===== config.mk =====
export PLATFORM = sky130hd
export DESIGN_NAME = alarm_set_controller_flat
export DESIGN_NICKNAME = d
export VERILOG_FILES = /design/src/rtl/alarm_set_controller_if.sv /design/src/rtl/alarm_set_controller.sv /design/src/flat_wrapper.sv
export SDC_FILE = /design/constraint.sdc
export NUM_CORES = 1
export LEC_CHECK = 0
export CORE_UTILIZATION = 60
export DETAILED_ROUTE_END_ITERATION = 10
export HOLD_SLACK_MARGIN = 0.06
export PLACE_DENSITY = 0.86
export SLEW_MARGIN = 40
export SYNTH_ARGS = -nofsm -noshare
export SYNTH_HDL_FRONTEND = slang
export SYNTH_SLANG_ARGS = --single-unit

===== constraint.sdc =====
create_clock -name clk -period 4 [get_ports clk]
set_input_delay 0.8 -clock clk [delete_from_list [all_inputs] [get_ports clk]]
set_output_delay 0.8 -clock clk [all_outputs]
set_load 0.05 [all_outputs]

===== src/rtl/alarm_set_controller_if.sv =====
// Key/time inputs and alarm-edit outputs of the alarm set controller.
interface alarm_set_controller_if;
    logic       left_key;
    logic       right_key;
    logic       up_key;
    logic       alarm_en;
    logic       sec_tick;
    logic [5:0] cur_sec;
    logic [5:0] cur_min;
    logic [4:0] cur_hour;
    logic [1:0] state;
    logic       upsec;
    logic       upmin;
    logic       uphour;
    logic [5:0] alarm_sec;
    logic [5:0] alarm_min;
    logic [4:0] alarm_hour;
    logic       ringing;

    modport master (
        output left_key, right_key, up_key, alarm_en, sec_tick,
        output cur_sec, cur_min, cur_hour,
        input  state, upsec, upmin, uphour,
        input  alarm_sec, alarm_min, alarm_hour, ringing
    );

    modport slave (
        input  left_key, right_key, up_key, alarm_en, sec_tick,
        input  cur_sec, cur_min, cur_hour,
        output state, upsec, upmin, uphour,
        output alarm_sec, alarm_min, alarm_hour, ringing
    );
endinterface


===== src/rtl/alarm_set_controller.sv =====
// Alarm-time editor with key edge detect, up auto-repeat,
// and a ring/dismiss/timeout sequencer.
module alarm_set_controller #(
    parameter int RING_CYCLES   = 500_000_000,
    parameter int HOLD_CYCLES   = 50_000_000,
    parameter int REPEAT_CYCLES = 10_000_000,
    parameter int CNT_W         = 30
) (
    input  logic clk,
    input  logic reset,
    alarm_set_controller_if.slave bus
);
    typedef enum logic {IDLE, RING} ring_state_t;

    ring_state_t fsm;
    logic        left_q, right_q, up_q;
    logic [1:0]  state_r;
    logic        upsec_r, upmin_r, uphour_r;
    logic [5:0]  asec_r, amin_r;
    logic [4:0]  ahour_r;
    logic        ringing_r;
    logic [CNT_W-1:0] hold_cnt, ring_cnt;
    logic        hold_act, rep;

    logic e_l, e_r, e_u, any_edge;
    logic [CNT_W-1:0] thr;
    logic fire, inc, match;

    assign e_l      = bus.left_key & ~left_q;
    assign e_r      = bus.right_key & ~right_q;
    assign e_u      = bus.up_key & ~up_q;
    assign any_edge = e_l | e_r | e_u;

    // hold_act is only armed by a fresh up edge while idle, so a key
    // held through reset or a dismiss never auto-repeats
    assign thr   = rep ? CNT_W'(REPEAT_CYCLES) : CNT_W'(HOLD_CYCLES);
    assign fire  = hold_act & bus.up_key & ~e_u & (hold_cnt == thr);
    assign inc   = e_u | fire;
    assign match = bus.sec_tick & bus.alarm_en &
                   (bus.cur_sec == asec_r) &
                   (bus.cur_min == amin_r) &
                   (bus.cur_hour == ahour_r);

    always_ff @(posedge clk) begin
        if (reset) begin
            fsm       <= IDLE;
            left_q    <= 1'b1;
            right_q   <= 1'b1;
            up_q      <= 1'b1;
            state_r   <= 2'd0;
            upsec_r   <= 1'b0;
            upmin_r   <= 1'b0;
            uphour_r  <= 1'b0;
            asec_r    <= 6'd0;
            amin_r    <= 6'd0;
            ahour_r   <= 5'd0;
            ringing_r <= 1'b0;
            hold_cnt  <= '0;
            ring_cnt  <= '0;
            hold_act  <= 1'b0;
            rep       <= 1'b0;
        end else begin
            left_q   <= bus.left_key;
            right_q  <= bus.right_key;
            up_q     <= bus.up_key;
            upsec_r  <= 1'b0;
            upmin_r  <= 1'b0;
            uphour_r <= 1'b0;
            unique case (fsm)
                IDLE: begin
                    if (e_u) begin
                        hold_act <= 1'b1;
                        rep      <= 1'b0;
                        hold_cnt <= CNT_W'(1);
                    end else if (!bus.up_key) begin
                        hold_act <= 1'b0;
                        rep      <= 1'b0;
                        hold_cnt <= '0;
                    end else if (hold_act) begin
                        if (fire) begin
                            rep      <= 1'b1;
                            hold_cnt <= CNT_W'(1);
                        end else begin
                            hold_cnt <= hold_cnt + CNT_W'(1);
                        end
                    end
                    if (inc) begin
                        unique case (state_r)
                            2'd0: begin
                                upsec_r <= 1'b1;
                                asec_r  <= (asec_r == 6'd59) ? 6'd0 : asec_r + 6'd1;
                            end
                            2'd1: begin
                                upmin_r <= 1'b1;
                                amin_r  <= (amin_r == 6'd59) ? 6'd0 : amin_r + 6'd1;
                            end
                            default: begin
                                uphour_r <= 1'b1;
                                ahour_r  <= (ahour_r == 5'd23) ? 5'd0 : ahour_r + 5'd1;
                            end
                        endcase
                    end
                    if (e_l && !e_r && state_r != 2'd2)
                        state_r <= state_r + 2'd1;
                    else if (e_r && !e_l && state_r != 2'd0)
                        state_r <= state_r - 2'd1;
                    if (match) begin
                        fsm       <= RING;
                        ringing_r <= 1'b1;
                        ring_cnt  <= '0;
                    end
                end
                RING: begin
                    hold_act <= 1'b0;
                    rep      <= 1'b0;
                    hold_cnt <= '0;
                    ring_cnt <= ring_cnt + CNT_W'(1);
                    if (any_edge || !bus.alarm_en ||
                        ring_cnt == CNT_W'(RING_CYCLES - 1)) begin
                        fsm       <= IDLE;
                        ringing_r <= 1'b0;
                    end
                end
                default: fsm <= IDLE;
            endcase
        end
    end

    assign bus.state      = state_r;
    assign bus.upsec      = upsec_r;
    assign bus.upmin      = upmin_r;
    assign bus.uphour     = uphour_r;
    assign bus.alarm_sec  = asec_r;
    assign bus.alarm_min  = amin_r;
    assign bus.alarm_hour = ahour_r;
    assign bus.ringing    = ringing_r;
endmodule

===== src/flat_wrapper.sv =====
// flat-port wrapper written by rule: the top's interface ports become plain ports
module alarm_set_controller_flat 
#(
    parameter int RING_CYCLES   = 500_000_000,
    parameter int HOLD_CYCLES   = 50_000_000,
    parameter int REPEAT_CYCLES = 10_000_000,
    parameter int CNT_W         = 30
)
  (clk, reset, bus_left_key, bus_right_key, bus_up_key, bus_alarm_en, bus_sec_tick, bus_cur_sec, bus_cur_min, bus_cur_hour, bus_state, bus_upsec, bus_upmin, bus_uphour, bus_alarm_sec, bus_alarm_min, bus_alarm_hour, bus_ringing);
  alarm_set_controller_if bus_i ();
  input  logic clk;
  input  logic reset;
  input wire logic [$bits(bus_i.left_key)-1:0] bus_left_key;
  input wire logic [$bits(bus_i.right_key)-1:0] bus_right_key;
  input wire logic [$bits(bus_i.up_key)-1:0] bus_up_key;
  input wire logic [$bits(bus_i.alarm_en)-1:0] bus_alarm_en;
  input wire logic [$bits(bus_i.sec_tick)-1:0] bus_sec_tick;
  input wire logic [$bits(bus_i.cur_sec)-1:0] bus_cur_sec;
  input wire logic [$bits(bus_i.cur_min)-1:0] bus_cur_min;
  input wire logic [$bits(bus_i.cur_hour)-1:0] bus_cur_hour;
  output wire logic [$bits(bus_i.state)-1:0] bus_state;
  output wire logic [$bits(bus_i.upsec)-1:0] bus_upsec;
  output wire logic [$bits(bus_i.upmin)-1:0] bus_upmin;
  output wire logic [$bits(bus_i.uphour)-1:0] bus_uphour;
  output wire logic [$bits(bus_i.alarm_sec)-1:0] bus_alarm_sec;
  output wire logic [$bits(bus_i.alarm_min)-1:0] bus_alarm_min;
  output wire logic [$bits(bus_i.alarm_hour)-1:0] bus_alarm_hour;
  output wire logic [$bits(bus_i.ringing)-1:0] bus_ringing;
  assign bus_i.left_key = bus_left_key;
  assign bus_i.right_key = bus_right_key;
  assign bus_i.up_key = bus_up_key;
  assign bus_i.alarm_en = bus_alarm_en;
  assign bus_i.sec_tick = bus_sec_tick;
  assign bus_i.cur_sec = bus_cur_sec;
  assign bus_i.cur_min = bus_cur_min;
  assign bus_i.cur_hour = bus_cur_hour;
  assign bus_state = bus_i.state;
  assign bus_upsec = bus_i.upsec;
  assign bus_upmin = bus_i.upmin;
  assign bus_uphour = bus_i.uphour;
  assign bus_alarm_sec = bus_i.alarm_sec;
  assign bus_alarm_min = bus_i.alarm_min;
  assign bus_alarm_hour = bus_i.alarm_hour;
  assign bus_ringing = bus_i.ringing;
  alarm_set_controller #(.RING_CYCLES(RING_CYCLES), .HOLD_CYCLES(HOLD_CYCLES), .REPEAT_CYCLES(REPEAT_CYCLES), .CNT_W(CNT_W)) u_core (.clk(clk), .reset(reset), .bus(bus_i));
endmodule

---- Word level (Yosys, flattened, before mapping) ----
Cells that the tools add are included.
cells by class
  add/sub/neg operators ................... 7
  equality and inequality tests ........... 15
  multiplexer cells ....................... 30
  bitwise gates (word level) .............. 20
  reductions and logical operators ........ 20
operators by type and width
  operator                                                                 count
  30-bit two-way mux                                                       5
  30-bit case mux with 2 select lines                                      2
  30-bit by 1-bit adder with 30-bit output, second input constant          2
  30-bit by 29-bit equality test with 1-bit output, second input constant  1
  30-bit equality test                                                     1
  26-bit two-way mux                                                       1
  1-bit two-way mux                                                        13
  6-bit by 1-bit adder with 6-bit output, second input constant            2
  6-bit equality test                                                      2
  6-bit equality test, second input constant                               2
  6-bit two-way mux                                                        2
  1-bit bitwise AND                                                        10
  3-bit AND reduction                                                      3
  4-bit by 2-bit != test with 1-bit output, second input constant          2
  1-bit case mux with 2 select lines                                       4
  1-bit NOT                                                                7
  2-bit AND reduction                                                      3
  5-bit by 1-bit adder with 5-bit output, second input constant            1
  5-bit equality test                                                      1
  5-bit equality test, second input constant                               1
  5-bit two-way mux                                                        1
  1-bit logical AND                                                        4
  2-bit two-way mux                                                        2
  2-bit != test, second input constant                                     2
  12 further kinds                                                         18
word-level totals
  bits in registers ....................... 89
  input bits .............................. 24
  output and inout port bits .............. 23
  word-level logic and storage cells ...... 108

---- Longest topological paths before layout ----
Gate-level depths: netlist of run 1.
  word-level depth ........................ 10
  gate-level depth with buffers ........... 9
  gate-level depth less buffers ........... 8

---- Worst setup path before layout of run 1 ----
OpenSTA, ideal clock, no wires.
  kind .................................... in2reg
  from .................................... input bus_up_key
  to ...................................... register u_core.amin_r[5] (netlist: u_core.bus.alarm_min[5])
  arrival ................................. 2.325 ns
  slack ................................... 1.605 ns
  stages on the path ...................... 6
  buffers on the path ..................... 0
  cells stage by stage .................... nor4bb_1 > and4_1 > a41oi_2 > or3b_4 > or4_1 > a21oi_1
between the ends
  longest elaborated chain between the ends .. 6
ends and longest elaborated chain
  element                            line                        RTL
  start, declared                    flat_wrapper.sv:15          input wire logic [$bits(bus_i.up_key)-1:0] bus_up_key;
  1-bit bitwise AND                  alarm_set_controller.sv:31  assign e_u = bus.up_key & ~up_q;
  1-bit NOT                          alarm_set_controller.sv:37  assign fire = hold_act & bus.up_key & ~e_u & (hold_cnt == thr);
  1-bit bitwise AND (2 in a row)     alarm_set_controller.sv:37
  1-bit OR (*)                       alarm_set_controller.sv:38  assign inc = e_u | fire;
  3-bit AND reduction (no line) (*)  n/a
  end signal, assigned               alarm_set_controller.sv:95  amin_r <= (amin_r == 6'd59) ? 6'd0 : amin_r + 6'd1;
  end, declared                      alarm_set_controller.sv:19  logic [5:0] asec_r, amin_r;
Every way passes the cells marked *; elsewhere a longest branch is shown, timed or not.
A chain may end at the register's enable or synchronous reset.

---- Worst setup path in the final report of run 1 ----
  from .................................... input bus_up_key
  to ...................................... register u_core.asec_r[5] (netlist: u_core.bus.alarm_sec[5])
between the ends
  longest elaborated chain between the ends .. 6
ends and longest elaborated chain
  element                            line                        RTL
  1-bit bitwise AND                  alarm_set_controller.sv:31
  1-bit NOT                          alarm_set_controller.sv:37
  1-bit bitwise AND (2 in a row)     alarm_set_controller.sv:37
  1-bit OR (*)                       alarm_set_controller.sv:38
  3-bit AND reduction (no line) (*)  n/a
  end signal, assigned               alarm_set_controller.sv:91  asec_r <= (asec_r == 6'd59) ? 6'd0 : asec_r + 6'd1;
  end, declared                      alarm_set_controller.sv:19
Marks and branches as above.

==> impl_metrics.json, run 1 <==
{
  "status": "finished, final reports clean",
  "grt_pass1_vias": 3588,
  "path_class": "in -> reg",
  "final_cells": 670,
  "fp.dieW_um": 88.32,
  "drtAntennaViolNets": 0,
  "synth.net_count": 557,
  "drt_iter0_markers": 241,
  "drt-pass1-iter-count": 5,
  "cts_resized": 0,
  "syn_inst": 524,
  "period_needed_ns": 2.961,
  "cts_tree": "done",
  "cts_made_buffers": 9,
  "synth_edf_count": 0,
  "h-tree-depth": 3,
  "ios": 47,
  "nFillCells": 544,
  "ctsRootBufferMaster": "clkbuf_8",
  "path_max_fanout": 12,
  "postCtsSetupBuffers": 0,
  "cpMaxStageDelayCell": "clkdlybuf4s50_1",
  "synth_commonest_cells": "dfxtp_1, nor2_1, nand2_1, nand3_1, xnor2_1",
  "vias": 4057,
  "finalSetupTns_ns": 0,
  "hold_path_class": "reg -> reg",
  "slowest_delay_ns": 0.58,
  "cp-startpoint": "bus_up_key",
  "insertion_delay_ns": 0.36,
  "multi_input_area_um2": 2569,
  "yosysMostFrequentCell": "dfxtp_1",
  "wl_per_cell_um": 14.79,
  "netlist_top_cells_area": "dfxtp_1, xnor2_1, nand3_1, nor2_1, o31ai_1",
  "syn_area_um2": 4471,
  "final_layout_size_suffix_gt1_share_pct": 5.954,
  "core-area_um2": 7214,
  "ys_seq_elements": 89,
  "power_density_nw_per_um2": 311.5,
  "die_h_um": 88.32,
  "fp-row-count": 31,
  "reg2reg_from": "u_core.hold_cnt[17]",
  "wl_um": 9909,
  "grt_usage_pct": 26.64,
  "clock.fmax_mhz": 337.8,
  "area_growth_pct": 16.32,
  "postSynthAreaPerCell_um2": 8.532,
  "dp_cells": 654,
  "grt_max_degree": 50,
  "synthFlopType": "dfxtp_1",
  "crit_family": "simple AND/OR/NAND/NOR gates",
  "drcViolationCount": 0,
  "rsz0062_at_grt": "no",
  "clkSinkCount": 89,
  "hold_end": "u_core.ring_cnt[1]",
  "fin_skew_ns": 0.01047,
  "dpl.hpwl_um": 6940,
  "yosysWarnings": 0,
  "overflow": 0,
  "crit_required_ns": 4.30,
  "dieArea_um2": 7800,
  "gp_congestion": 0.8613,
  "cts_buffer_depth": 2,
  "p_leak_nw": 1.714,
  "drv_cap": 0,
  "ctsHoldBuffers": 0,
  "clkTransAtPathRegs_ns": 0.09,
  "regArea_um2": 1782,
  "antenna_found_initial": 0,
  "relSlewSlack_pct": 52.16,
  "reg2reg_to": "u_core.bus.alarm_sec[5]",
  "crit_buf_inv": 1,
  "antennaDiodeCount": 0,
  "drv_slew": 0,
  "worst_pin_slew_ns": 0.7110,
  "worstPathArrival_ns": 3.26,
  "final_nets": 599,
  "cp_num_cells": 7,
  "crit_path_end_kind": "flop",
  "synth_async_sr_flop_share_pct": 0,
  "yosys.cell_types.count": 47,
  "initial_utilization_pct": 61.97,
  "yosysSeqAreaShare_pct": 39.85,
  "hold_violations": 0,
  "min_period_over_period_pct": 74.02,
  "hold_depth": 2,
  "setup_viol_count_final": 0,
  "vdd.ir_drop.worst_mv": 0.2283,
  "synth_top_area_cell": "dfxtp_1",
  "viasPerCell": 6.055,
  "worst_setup_path_start_kind": "input port",
  "fin_util_pct": 72.08,
  "synth_top_area_share_pct": 39.85,
  "hold_start": "u_core.ring_cnt[1]",
  "crit_chain": "clkdlybuf4s50_1 -> nor4bb_1 -> and4_1 -> a41oi_2 -> or3_1 -> or4_1 -> a21oi_1",
  "reg2reg_setup_slack_ns": 1.29,
  "grt_first_pass_wirelength_um": 16320,
  "reg2reg_depth": 6,
  "numPortBuffers": 46
}
[where the power goes]
part	switching (mW)	internal (mW)
Clock	0.323	0.291
Sequential	0.00770	0.891
Combinational	0.0593	0.0481
[cell usage in the layout (no fill, tap or decap), types with 3 or more instances in the layout]
master and n:
dfxtp_1 89, nor2_1 53, nand2_1 50, nand3_1 49, clkdlybuf4s50_1 45, xnor2_1 32, o31ai_1 26, nand4_1 20
xor2_1 18, a21oi_1 15, and3_1 15, inv_1 14, or3_1 9, ha_1 9, clkbuf_8 9, and2_1 8
nor4_1 8, o21ai_0 7, nor3_1 7, or4_1 6, o211ai_1 6, nor4bb_1 6, or2_2 5, nor4b_1 5
mux2i_1 5, a32o_1 4, nor2b_1 4, and4_1 4, a31oi_1 4, nand3b_1 3, buf_4 3
[metrics by stage]
stage / setup WS [ns] / hold slack [ns] / total power, mW / area [um^2]
floorplan: 1.605 / 0.4413 / 0.9817 / 4471
global placement: 0.7853 / 0.4544 / 1.023 / 4999
detailed placement: 0.6725 / 0.4663 / 1.026 / 5005
CTS: 1.061 / 0.4778 / 1.628 / 5200
global route: 0.8202 / 0.5088 / 1.684 / 5200
finish: 1.039 / 0.4750 / 1.620 / 5200
[layout make-up]
class | count | share of cell area, %
Clock inverter | 6 | 1.299
Tap cell | 99 | 2.382
Inverter | 14 | 1.011
Sequential cell | 89 | 34.26
Clock buffer | 10 | 2.454
Timing Repair Buffer | 49 | 9.192
Multi-Input combinational cell | 403 | 49.40
[sequential cells by signal, summed over array words and instances (netlist names)]
name	count
u_core.hold_cnt	30
u_core.ring_cnt	30
u_core.bus.alarm_min	6
u_core.bus.alarm_sec	6
u_core.bus.alarm_hour	5
u_core.bus.state	2
u_core.bus.ringing	1
u_core.bus.uphour	1
u_core.bus.upmin	1
u_core.bus.upsec	1
u_core.fsm	1
u_core.hold_act	1
u_core.left_q	1
u_core.rep	1
u_core.right_q	1
u_core.up_q	1
[per-layer routing]
layer / wire length [um] / global-route usage [%]
met4: 244 / 12.61
met1: 4484 / 33.78
met2: 4688 / 42.87
met3: 491 / 6.250
met5: 0 / 0
[logic make-up after synthesis]
group,share of synthesized area (%)
AO/OA/AOI/OAI,11.08
XOR/XNOR,9.796
adder cells (fa/ha/maj),2.519
buffers and inverters,2.967
flip-flops,39.85
multiplexers,1.371
AND/OR/NAND/NOR,32.41
[worst max-delay path by stage]
stage	to	slack [ns]
after floorplan	u_core.bus.alarm_min[5]	1.60
after global routing	u_core.bus.alarm_sec[5]	0.82
final	u_core.bus.alarm_sec[5]	1.04
after global placement	u_core.bus.alarm_sec[5]	0.79
after detailed placement	u_core.bus.alarm_sec[5]	0.67
after CTS	u_core.bus.alarm_sec[5]	1.06
[worst register-to-register path, cell delays in order (launching register included)]
cell	delay [ns]
dfxtp_1	0.37
or4b_1	0.55
o22ai_1	0.27
a41oi_2	0.25
or3_1	0.53
or4_1	0.55
a21oi_1	0.15
Power figures use the tool's default switching activity.
==> inputs of run 2 (changes only) <==
Settings changed: CORE_UTILIZATION 60 to 57, PLACE_DENSITY 0.86 to 0.82.
Clock period 4 ns to 3.05 ns, I/O delays scaled along.
==> impl_metrics.json, run 2 (synthesis gave the netlist of run 1 again) <==
{
  "drv_slew": 0,
  "numPortBuffers": 46,
  "dieArea_um2": 8201,
  "final_area_um2": 5231,
  "cts_tree": "done",
  "clock.fmax_mhz": 378.9,
  "area_growth_pct": 17.02,
  "pwr-share-clk_pct": 38.1,
  "antenna_found_initial": 0,
  "vias": 4055,
  "top_regs": "u_core.hold_cnt: 30 flops, u_core.ring_cnt: 30 flops",
  "fp-row-count": 31,
  "ios": 47,
  "relSlewSlack_pct": 62.30,
  "fp.dieW_um": 90.56,
  "clkSinkCount": 89,
  "grt_first_pass_wirelength_um": 17640,
  "dpl_cell_area_um2": 5036,
  "hold_path_class": "reg -> reg",
  "hold_depth": 2,
  "postCtsSetupBuffers": 0,
  "combPwrFrac_pct": 6.7,
  "vdd.ir_drop.worst_mv": 0.2813,
  "crit_buf_inv": 0,
  "cpMaxStageDelayCell": "or4b_1",
  "crit_family": "simple AND/OR/NAND/NOR gates",
  "crit_path_end_kind": "flop",
  "wl_um": 10110,
  "path_max_fanout": 8,
  "setup_viol_count_final": 0,
  "fin_skew_ns": 0.01065,
  "p_seq_share_pct": 55.1,
  "insertion_delay_ns": 0.36,
  "clkTransAtPathRegs_ns": 0.09,
  "path_class": "reg -> reg",
  "reg2reg_setup_slack_ns": 0.41,
  "reg2reg_to": "u_core.bus.alarm_sec[5]",
  "final_layout_size_suffix_gt1_share_pct": 6.597,
  "core-area_um2": 7408,
  "min_period_over_period_pct": 86.52,
  "crit_required_ns": 3.34,
  "drv_cap": 0,
  "hold_end": "u_core.ring_cnt[1]",
  "final_common_cell": "dfxtp_1",
  "final_cells": 675,
  "cts_made_buffers": 9,
  "finalSetupTns_ns": 0,
  "initial_utilization_pct": 60.34,
  "worstPathArrival_ns": 2.93,
  "drt_iter0_markers": 279,
  "fin_util_pct": 70.61,
  "swShare_pct": 24.43,
  "reg2reg_from": "u_core.hold_cnt[17]",
  "grt_max_degree": 50,
  "dpl.hpwl_um": 7216,
  "p_leak_nw": 1.740,
  "cts_buffer_depth": 2,
  "drt-pass1-iter-count": 4,
  "ctsHoldBuffers": 0,
  "hold_start": "u_core.ring_cnt[1]",
  "drtAntennaViolNets": 0,
  "slowest_delay_ns": 0.53,
  "wl_per_cell_um": 14.97,
  "h-tree-depth": 3,
  "grt_pass1_vias": 3963,
  "rsz0062_at_grt": "no",
  "die_h_um": 90.56,
  "worst_pin_slew_ns": 0.5604,
  "dp_cells": 659,
  "ctsRootBufferMaster": "clkbuf_8",
  "final_nets": 604,
  "cts_resized": 0,
  "overflow": 0,
  "grt_usage_pct": 26.10,
  "final_cell_mix": "dfxtp_1, nor2_1, nand2_1",
  "gp_congestion": 0.8469,
  "status": "finished, final reports clean",
  "antennaDiodeCount": 0,
  "drcViolationCount": 0,
  "reg2reg_depth": 6,
  "viasPerCell": 6.007,
  "crit_chain": "or4b_1 -> o22ai_1 -> a41oi_2 -> or3_1 -> or4_1 -> a21oi_1",
  "worst_setup_path_start_kind": "flop",
  "power_density_nw_per_um2": 408.5,
  "period_needed_ns": 2.639,
  "hold_violations": 0,
  "switchingPower_uw": 522.0,
  "internal_power_mw": 1.615
}
==> run 2: worst max path at each step <==
stage,startpoint,end,slack (ns),depth (start not counted)
finish,u_core.hold_cnt[17],u_core.bus.alarm_sec[5],0.41,6
global route,u_core.hold_cnt[17],u_core.bus.alarm_min[5],0.28,6
CTS,u_core.hold_cnt[17],u_core.bus.alarm_min[5],0.43,6
detailed placement,bus_up_key,u_core.bus.alarm_min[5],0.09,7
global placement,bus_up_key,u_core.bus.alarm_min[5],0.14,7
floorplan,u_core.hold_cnt[26],u_core.bus.alarm_min[5],0.71,6
==> run 2: layout make-up <==
| class | count | area, um^2 |
|---|---|---|
| Timing Repair Buffer | 54 | 515.5 |
| Inverter | 14 | 52.55 |
| Tap cell | 99 | 123.9 |
| Clock buffer | 10 | 127.6 |
| Clock inverter | 6 | 67.56 |
| Fill cell | 587 | 2177 |
| Multi-Input combinational cell | 403 | 2562 |
| Sequential cell | 89 | 1782 |
==> run 2: power by group through the flow <==
stage                     logic, mW  clock network (mW)  registers [mW]
after global routing          0.157               0.863            1.18
after global placement        0.139                   0            1.20
final                         0.144               0.815            1.18
after floorplan              0.0702                   0            1.22
after CTS                     0.144               0.820            1.18
after detailed placement      0.143                   0            1.21
==> run 2: per-layer routing <==
metal / vias up / global-route usage (%) / routed length (um)
met3: 17 / 6.145 / 432
met4: 0 / 9.005 / 184
met2: 94 / 44.57 / 4851
li1: 2001 / - / -
met1: 1943 / 32.03 / 4638
met5: - / 0 / 0
==> run 2: tightest hold or removal path, cell delays in order, from the launching register on <==
cell and delay, ns:
dfxtp_1 0.33, nand2_1 0.06, a21oi_1 0.05
==> run 2: through the flow <==
stage | setup slack (ns) | hold WS, ns | power, mW
global route | 0.2786 | 0.5226 | 2.200
detailed placement | 0.08801 | 0.4667 | 1.348
global placement | 0.1376 | 0.4548 | 1.344
floorplan | 0.7148 | 0.4413 | 1.287
CTS | 0.4269 | 0.4790 | 2.142
finish | 0.4111 | 0.4780 | 2.137
